[src/rtl/fetch_ctrl_if.sv]
// fetch_ctrl_if: bundles the instruction-memory, redirect and decode handshake signals of the
// fetch controller.
//   imem_addr      fetch -> memory   byte address (equals pc)
//   imem_data      memory -> fetch   instruction word for imem_addr
//   redirect_valid core -> fetch     load redirect_pc and flush
//   redirect_pc    core -> fetch     redirect target
//   ins_valid      fetch -> decode   head entry valid
//   ins_ready      decode -> fetch   head accepted this cycle
//   ins_word       fetch -> decode   instruction at head
//   ins_pc         fetch -> decode   pc of instruction at head
// Modport master is the fetch controller's view; slave is the memory/decode/core side.
interface fetch_ctrl_if;
    logic [31:0] imem_addr;
    logic [31:0] imem_data;
    logic        redirect_valid;
    logic [31:0] redirect_pc;
    logic        ins_valid;
    logic        ins_ready;
    logic [31:0] ins_word;
    logic [31:0] ins_pc;

    modport master (
        output imem_addr,
        input  imem_data,
        input  redirect_valid,
        input  redirect_pc,
        output ins_valid,
        input  ins_ready,
        output ins_word,
        output ins_pc
    );

    modport slave (
        input  imem_addr,
        output imem_data,
        output redirect_valid,
        output redirect_pc,
        input  ins_valid,
        output ins_ready,
        input  ins_word,
        input  ins_pc
    );
endinterface

[src/rtl/fetch_ctrl.sv]
// fetch_ctrl: instruction-fetch controller. Owns the PC, addresses instruction memory
// combinationally and buffers {pc, word} pairs in a DEPTH-entry FIFO for decode.
//   clk    rising-edge clock
//   rst    synchronous active-high reset
//   run    fetch enable; when low the FIFO still drains
//   bus    fetch_ctrl_if.master: imem address/data, redirect, decode valid/ready/word/pc
//   fault  sticky misaligned-redirect flag, cleared by rst or an aligned redirect
//   oob    high while the pc is past the end of instruction memory
//   count  FIFO occupancy
module fetch_ctrl #(
    parameter logic [31:0] RESET_PC   = 32'h0,
    parameter int unsigned IMEM_BYTES = 80,
    parameter int unsigned DEPTH      = 2
) (
    input  logic                     clk,
    input  logic                     rst,
    input  logic                     run,
    fetch_ctrl_if.master             bus,
    output logic                     fault,
    output logic                     oob,
    output logic [$clog2(DEPTH):0]   count
);

    localparam int unsigned PtrW = $clog2(DEPTH);
    localparam int unsigned CntW = PtrW + 1;

    typedef enum logic [1:0] {StFetch, StOob, StFault} state_e;

    state_e            state_q, state_d;
    logic [31:0]       pc_q, pc_d;
    logic [PtrW-1:0]   head_q, head_d;
    logic [PtrW-1:0]   tail_q, tail_d;
    logic [CntW-1:0]   cnt_q, cnt_d;
    logic [31:0]       word_mem [DEPTH];
    logic [31:0]       pc_mem   [DEPTH];

    logic [32:0]       pc_end;
    logic              in_range;
    logic              pop;
    logic              push;

    // 33-bit compare so a pc near 2^32 is never mistaken for in range.
    assign pc_end   = {1'b0, pc_q} + 33'd4;
    assign in_range = (pc_end <= 33'(IMEM_BYTES));

    assign pop  = (cnt_q != '0) && bus.ins_ready;
    assign push = (state_q == StFetch) && run && !bus.redirect_valid && in_range &&
                  ((cnt_q < CntW'(DEPTH)) || pop);

    always_comb begin
        state_d = state_q;
        pc_d    = pc_q;
        head_d  = head_q;
        tail_d  = tail_q;
        cnt_d   = cnt_q;
        if (bus.redirect_valid) begin
            // Flush wins over any pop in the same cycle; that head is simply dropped.
            cnt_d   = '0;
            head_d  = '0;
            tail_d  = '0;
            pc_d    = bus.redirect_pc;
            state_d = (bus.redirect_pc[1:0] != 2'b00) ? StFault : StFetch;
        end else begin
            if (push) begin
                tail_d = tail_q + 1'b1;
                pc_d   = pc_q + 32'd4;
            end
            if (pop) begin
                head_d = head_q + 1'b1;
            end
            cnt_d = cnt_q + CntW'(push) - CntW'(pop);
            case (state_q)
                StFetch: if (!in_range) state_d = StOob;
                default: state_d = state_q;
            endcase
        end
    end

    always_ff @(posedge clk) begin
        if (rst) begin
            state_q <= StFetch;
            pc_q    <= RESET_PC;
            head_q  <= '0;
            tail_q  <= '0;
            cnt_q   <= '0;
        end else begin
            state_q <= state_d;
            pc_q    <= pc_d;
            head_q  <= head_d;
            tail_q  <= tail_d;
            cnt_q   <= cnt_d;
        end
    end

    // Storage needs no reset: the outputs are masked while the FIFO is empty.
    always_ff @(posedge clk) begin
        if (!rst && push) begin
            word_mem[tail_q] <= bus.imem_data;
            pc_mem[tail_q]   <= pc_q;
        end
    end

    assign bus.imem_addr = pc_q;
    assign bus.ins_valid = (cnt_q != '0);
    assign bus.ins_word  = (cnt_q != '0) ? word_mem[head_q] : 32'h0;
    assign bus.ins_pc    = (cnt_q != '0) ? pc_mem[head_q] : 32'h0;
    assign fault         = (state_q == StFault);
    assign oob           = (state_q == StOob);
    assign count         = cnt_q;

endmodule
[src/flat_wrapper.sv]
// flat-port wrapper written by rule: the top's interface ports become plain ports
module fetch_ctrl_flat 
#(
    parameter logic [31:0] RESET_PC   = 32'h0,
    parameter int unsigned IMEM_BYTES = 80,
    parameter int unsigned DEPTH      = 2
)
  (clk, rst, run, fault, oob, count, bus_imem_addr, bus_imem_data, bus_redirect_valid, bus_redirect_pc, bus_ins_valid, bus_ins_ready, bus_ins_word, bus_ins_pc);
  fetch_ctrl_if bus_i ();
  input  logic clk;
  input  logic rst;
  input  logic run;
  output logic fault;
  output logic oob;
  output logic [$clog2(DEPTH):0] count;
  output wire logic [$bits(bus_i.imem_addr)-1:0] bus_imem_addr;
  input wire logic [$bits(bus_i.imem_data)-1:0] bus_imem_data;
  input wire logic [$bits(bus_i.redirect_valid)-1:0] bus_redirect_valid;
  input wire logic [$bits(bus_i.redirect_pc)-1:0] bus_redirect_pc;
  output wire logic [$bits(bus_i.ins_valid)-1:0] bus_ins_valid;
  input wire logic [$bits(bus_i.ins_ready)-1:0] bus_ins_ready;
  output wire logic [$bits(bus_i.ins_word)-1:0] bus_ins_word;
  output wire logic [$bits(bus_i.ins_pc)-1:0] bus_ins_pc;
  assign bus_imem_addr = bus_i.imem_addr;
  assign bus_i.imem_data = bus_imem_data;
  assign bus_i.redirect_valid = bus_redirect_valid;
  assign bus_i.redirect_pc = bus_redirect_pc;
  assign bus_ins_valid = bus_i.ins_valid;
  assign bus_i.ins_ready = bus_ins_ready;
  assign bus_ins_word = bus_i.ins_word;
  assign bus_ins_pc = bus_i.ins_pc;
  fetch_ctrl #(.RESET_PC(RESET_PC), .IMEM_BYTES(IMEM_BYTES), .DEPTH(DEPTH)) u_core (.clk(clk), .rst(rst), .run(run), .bus(bus_i), .fault(fault), .oob(oob), .count(count));
endmodule
[config.mk]
export PLATFORM = sky130hd
export DESIGN_NAME = fetch_ctrl_flat
export DESIGN_NICKNAME = d
export VERILOG_FILES = /design/src/rtl/fetch_ctrl_if.sv /design/src/rtl/fetch_ctrl.sv /design/src/flat_wrapper.sv
export SDC_FILE = /design/constraint.sdc
export NUM_CORES = 1
export LEC_CHECK = 0
export BUFFER_PORTS_ARGS = -buffer_cell sky130_fd_sc_hd__buf_2
export CAP_MARGIN = 15
export CORE_AREA = 2 2 129 131
export DETAILED_ROUTE_END_ITERATION = 8
export DIE_AREA = 0 0 131 133
export PLACE_DENSITY = 0.76
export SETUP_SLACK_MARGIN = 0.4
export SYNTH_ARGS = -nofsm -noshare
export SYNTH_HDL_FRONTEND = slang
export SYNTH_SLANG_ARGS = --single-unit
[constraint.sdc]
create_clock -name clk -period 10.8 [get_ports clk]
set_clock_uncertainty 0.05 [all_clocks]
set_input_delay 0 -clock clk [delete_from_list [all_inputs] [get_ports clk]]
set_output_delay 0 -clock clk [all_outputs]
set_load 0.02 [all_outputs]
# Yosys cells after proc, flatten, opt, wreduce, memory -nomap -nowiden
# Memory sizes are Yosys's and may differ from the RTL's. A register that Yosys moved wholly into a read port is not among the register bits.
# Index checks and enable logic that the tools add are counted.
# word_totals
ramBits,128
output_inout_bits,101
input_bits,69
regBits,38
memories,2
elab_cells,48
# mem_list
name,words,word_bits,rd,rd_ports_with_merged_regs,wr,line_no,text
u_core.pc_mem,2,32,1,1,1,fetch_ctrl.sv:35,logic [31:0] pc_mem [DEPTH];
u_core.word_mem,2,32,1,1,1,fetch_ctrl.sv:34,logic [31:0] word_mem [DEPTH];
# classes
addsub,6
n_lt_le_gt_ge,2
n_eq_ne,3
mux,14
n_reduce_logical,16
# ops
cell,count
$mux 32,4
$add 32x3->33 const B,1
$le 33x7->1 const B,1
$add 32x3->32 const B,1
$mux 2,4
$reduce_bool 2->1,4
$logic_and 1x1->1,6
$mux 1,6
$add 1x1->1 const B,2
$add 2x1->2,1
$eq 2x1->1 const B,1
$eq 2x2->1 const B,1
$logic_not 1->1,2
$logic_not 2->1,1
$lt 2x2->1 const B,1
$ne 2x2->1 const B,1
$reduce_and 2->1,1
$reduce_or 2->1,1
$sub 2x1->2,1
$logic_or 1x1->1,1

# Logic depth before layout (Yosys ltp)
# depth
ltp_word,8
depth_mapped,14
mapped_depth_nobuf,12

# Worst setup path after synthesis
# Ideal clock, no wire load.
# synth_timing
path_type,register -> register
startpoint,"register u_core.pc_q[2], in the netlist u_core.bus.imem_addr[2]"
endpoint,memory u_core.pc_mem[0][0] (enable)
setup_ps,565
slack_ps,2441
path_buffers,2
t_arrival_ps,7744
required_time_ps,10185
period_less_slack_ps,8359
path_stages_with_launch,11
cell_sequence,dfxtp_1 ha_1 nand2_1 or4_4 or3_1 a22o_1 or4_1 clkbuf_2 or4b_4 buf_6 nor3_1
# synth_via
elab_chain_len,7
# synth_rtl
element,line_no,text
start: declaration,fetch_ctrl.sv:30,"logic [31:0] pc_q, pc_d;"
start signal: assignment,fetch_ctrl.sv:88,pc_q <= pc_d;
$add 32x3->33,fetch_ctrl.sv:43,"assign pc_end = {1'b0, pc_q} + 33'd4;"
$le 33x7->1,fetch_ctrl.sv:44,assign in_range = (pc_end <= 33'(IMEM_BYTES));
$logic_and 1x1->1 (2 in a row),fetch_ctrl.sv:47,assign push = (state_q == StFetch) && run && !bus.redirect_valid && in_range &&
$logic_and 1x1->1,fetch_ctrl.sv:97,if (!rst && push) begin
$mux 1,fetch_ctrl.sv:97,
$mux 1 (implied by the code),fetch_ctrl.sv:99,pc_mem[tail_q] <= pc_q;
end: declaration,fetch_ctrl.sv:35,
# Every way passes these cells.

# Worst setup path in the final report
# layout_timing
startpoint,"register u_core.pc_q[2], in the netlist u_core.bus.imem_addr[2]"
endpoint,memory u_core.pc_mem[1][12] (enable)
# Same word-level chain as after synthesis.

==> flow_summary.ini <==
[detailed_routing]
firstDrtPassIters = 5
drt_iter0_markers = 433
routedWlPerCell_um = 18.1
routed-via-count = 5398
remaining_drc_errors = 0
vias_per_cell = 5.39
ant_nets = 0
routed_wirelength_um = 18100

[flow_run]
cap_violations = 0

[synthesis]
netlist_area_um2 = 7030
avgSynthCellArea_um2 = 13.3
seq_area_frac_synth = 0.658
ys_ff_latch = 167
yosys_most_used_dff = edfxtp_1
syn_nets = 603
netlist_instances = 530
yosysWarnings = 0
async_flop_share = 0
synth_edf_count = 128
ys_types = 58

[clock_network]
hold_buffers = 72
cts_buffer_depth = 2
cts_tree = yes
cts_num_sinks = 167
cts.htree.levels = 4
cts.clk_slew.worst_paths_ns = 0.06
post_cts_resized = 0
clk_latency_ns = 0.42
cts_made_buffers = 17
root_buffer = clkbuf_16
post_cts_buffers = 0

[sta]
fmax_ghz = 0.205
period_needed_ns = 4.88
rsz0062_at_grt = no
slew_headroom = 0.228
worst_slew_pin_slew_ns = 1.16
finalHoldViolCount = 0
finalMaxSlewViolations = 0
setup-violations-final = 0
period_share = 0.451
tns_ns = 0

[worst_setup_path]
crit_path_end_kind = flop
crit_start = u_core.bus.imem_addr[2]$_SDFFE_PP0P_
worstReg2RegEnd = u_core.pc_mem[1][12]$_DFFE_PP_
critPathLaunchType = flop
path_max_fanout = 47
arrival_ns = 4.88
r2r-start = u_core.bus.imem_addr[2]$_SDFFE_PP0P_
slowest_delay_ns = 0.75
worst-r2r-cell-count = 9
slowest_stage = or4b_4
crit_chain = ha_1, nand2_1, nor4_1, nand2_1, a221o_1, or4_1, or4b_4, nor3_2, buf_4
reg2reg_slack_ns = 5.92
cp_common_cell = nand2_1
worstSetupPathType = flop to flop
cp.required_ns = 10.81

[status]
run_status = completed

[global_route]
antenna_found_initial = 0
grt_max_degree = 66
top_usage_layer = met2
globalRouteMet3Util = 0.0586
grt_pass1_wl_um = 27300
use_met2 = 0.343
grt_overflow = 0
grt_util_all_layers = 0.206
grt_use_met1 = 0.253
grt_pass1_vias = 5206

[die]
ioPinCount = 170
chipHeight_um = 133
core_um2 = 16200
initial_core_util = 0.435
dieArea_um2 = 17400
die_w_um = 131
rows = 47

[cells_and_area]
nFillCells = 1289
antennaDiodeCount = 0
finalInstanceArea_um2 = 9450
final_cell_mix = buf_2, edfxtp_1, nor2_1, mux2i_1, dlygate4sd3_1
synthToLayoutAreaGrowth_pct = 34.4
nets = 841
final_common_cell = buf_2
layout-drive-gt1-share = 0.277

[placement]
numPortBuffers = 169
dp_hpwl_um = 11900
place_congestion = 0.975
place_area_um2 = 8100

[min_path]
hold_start = bus_ins_ready
worstHoldPathType = input port to flop
whs_path_depth = 4

[power]
leakage_nw = 3.57
peakVddDrop_uv = 118
p_per_area_nw_per_um2 = 154
-- synth_stat cells, types with 4 or more instances --
master,instances,area share
a21oi_1,4,0.0028
or4_1,4,0.0043
and3_1,4,0.0036
buf_1,8,0.0043
nor4_1,7,0.0062
dfxtp_1,39,0.11
a32o_1,19,0.027
nor2_1,93,0.050
clkbuf_1,16,0.0085
inv_1,11,0.0059
mux2i_1,74,0.11
edfxtp_1,128,0.55
xnor2_1,7,0.0087
nor3_1,8,0.0057
nand4_1,11,0.0098
nand2_1,13,0.0069
o31ai_1,4,0.0043
ha_1,4,0.0071
nand3_1,10,0.0071
or3_1,7,0.0062
-- area by class of cell --
| type | instances | area [µm²] | area share |
|---|---|---|---|
| repair buffers | 248 | 1620 | 0.171 |
| well taps | 220 | 275 | 0.0291 |
| inverters | 11 | 41.3 | 0.00437 |
| clock inverters | 13 | 198 | 0.0209 |
| clock buffers | 19 | 433 | 0.0458 |
| flip-flops and latches | 167 | 4630 | 0.490 |
| multi-input cells | 323 | 2260 | 0.239 |
-- through the flow --
| step | total power, mW | instances | hold WS, ns | setup WS (ns) | utilization |
|---|---|---|---|---|---|
| after global routing | 1.50 | 1001 | 0.0679 | 5.68 | 0.584 |
| after detailed placement | 0.808 | 897 | 0.142 | 6.04 | 0.501 |
| after floorplan | 0.770 | 530 | 0.0489 | 2.44 | - |
| after global placement | 0.806 | 897 | 0.141 | 6.18 | 0.501 |
| final | 1.46 | 1001 | 0.0562 | 5.92 | 0.584 |
| after CTS | 1.46 | 1001 | 0.0244 | 6.02 | 0.584 |
-- worst max-delay path: cells and delay by family, from the launching register on --
family	cells	cell delay (ns)
DFF	1	0.58
AOI/OAI and AO/OA	1	0.41
and+or+nand+nor	6	2.51
buffers and inverters	1	0.55
adders and majority gates	1	0.36
-- power breakdown --
group	total, mW	internal (mW)	switching, mW
logic	0.0996	0.0488	0.0508
registers	0.717	0.699	0.0183
clock network	0.640	0.391	0.249
total	1.46	1.14	0.319
-- cell families after synthesis --
group,Yosys count,synth area share
and+or+nand+nor,174,0.120
DFF,167,0.658
muxes,74,0.105
AOI/OAI and AO/OA,63,0.0765
buffers and inverters,40,0.0240
xor gates and xnor gates,8,0.00996
adders and majority gates,4,0.00712
-- state kept, by name (all words and copies together) (netlist names), named ones only --
name                  flops
u_core.count              2
u_core.head_q             1
u_core.word_mem          64
u_core.bus.imem_addr     32
u_core.tail_q             1
u_core.pc_mem            64
u_core.state_q            2
-- per-layer routing --
layer / up-vias / wire length [µm]
li1: 2507 / -
met3: 35 / 1500
met2: 251 / 8860
met4: 0 / 451
met1: 2605 / 7310
met5: - / 0
-- worst max path at each step --
stage / end / slack [ns]
floorplan: u_core.pc_mem[0][0]$_DFFE_PP_ / 2.44
global placement: u_core.word_mem[1][17]$_DFFE_PP_ / 6.18
detailed placement: u_core.word_mem[0][17]$_DFFE_PP_ / 6.04
CTS: u_core.pc_mem[0][12]$_DFFE_PP_ / 6.02
global route: u_core.pc_mem[0][12]$_DFFE_PP_ / 5.68
finish: u_core.pc_mem[1][12]$_DFFE_PP_ / 5.92
Power figures use the tool's default switching activity.
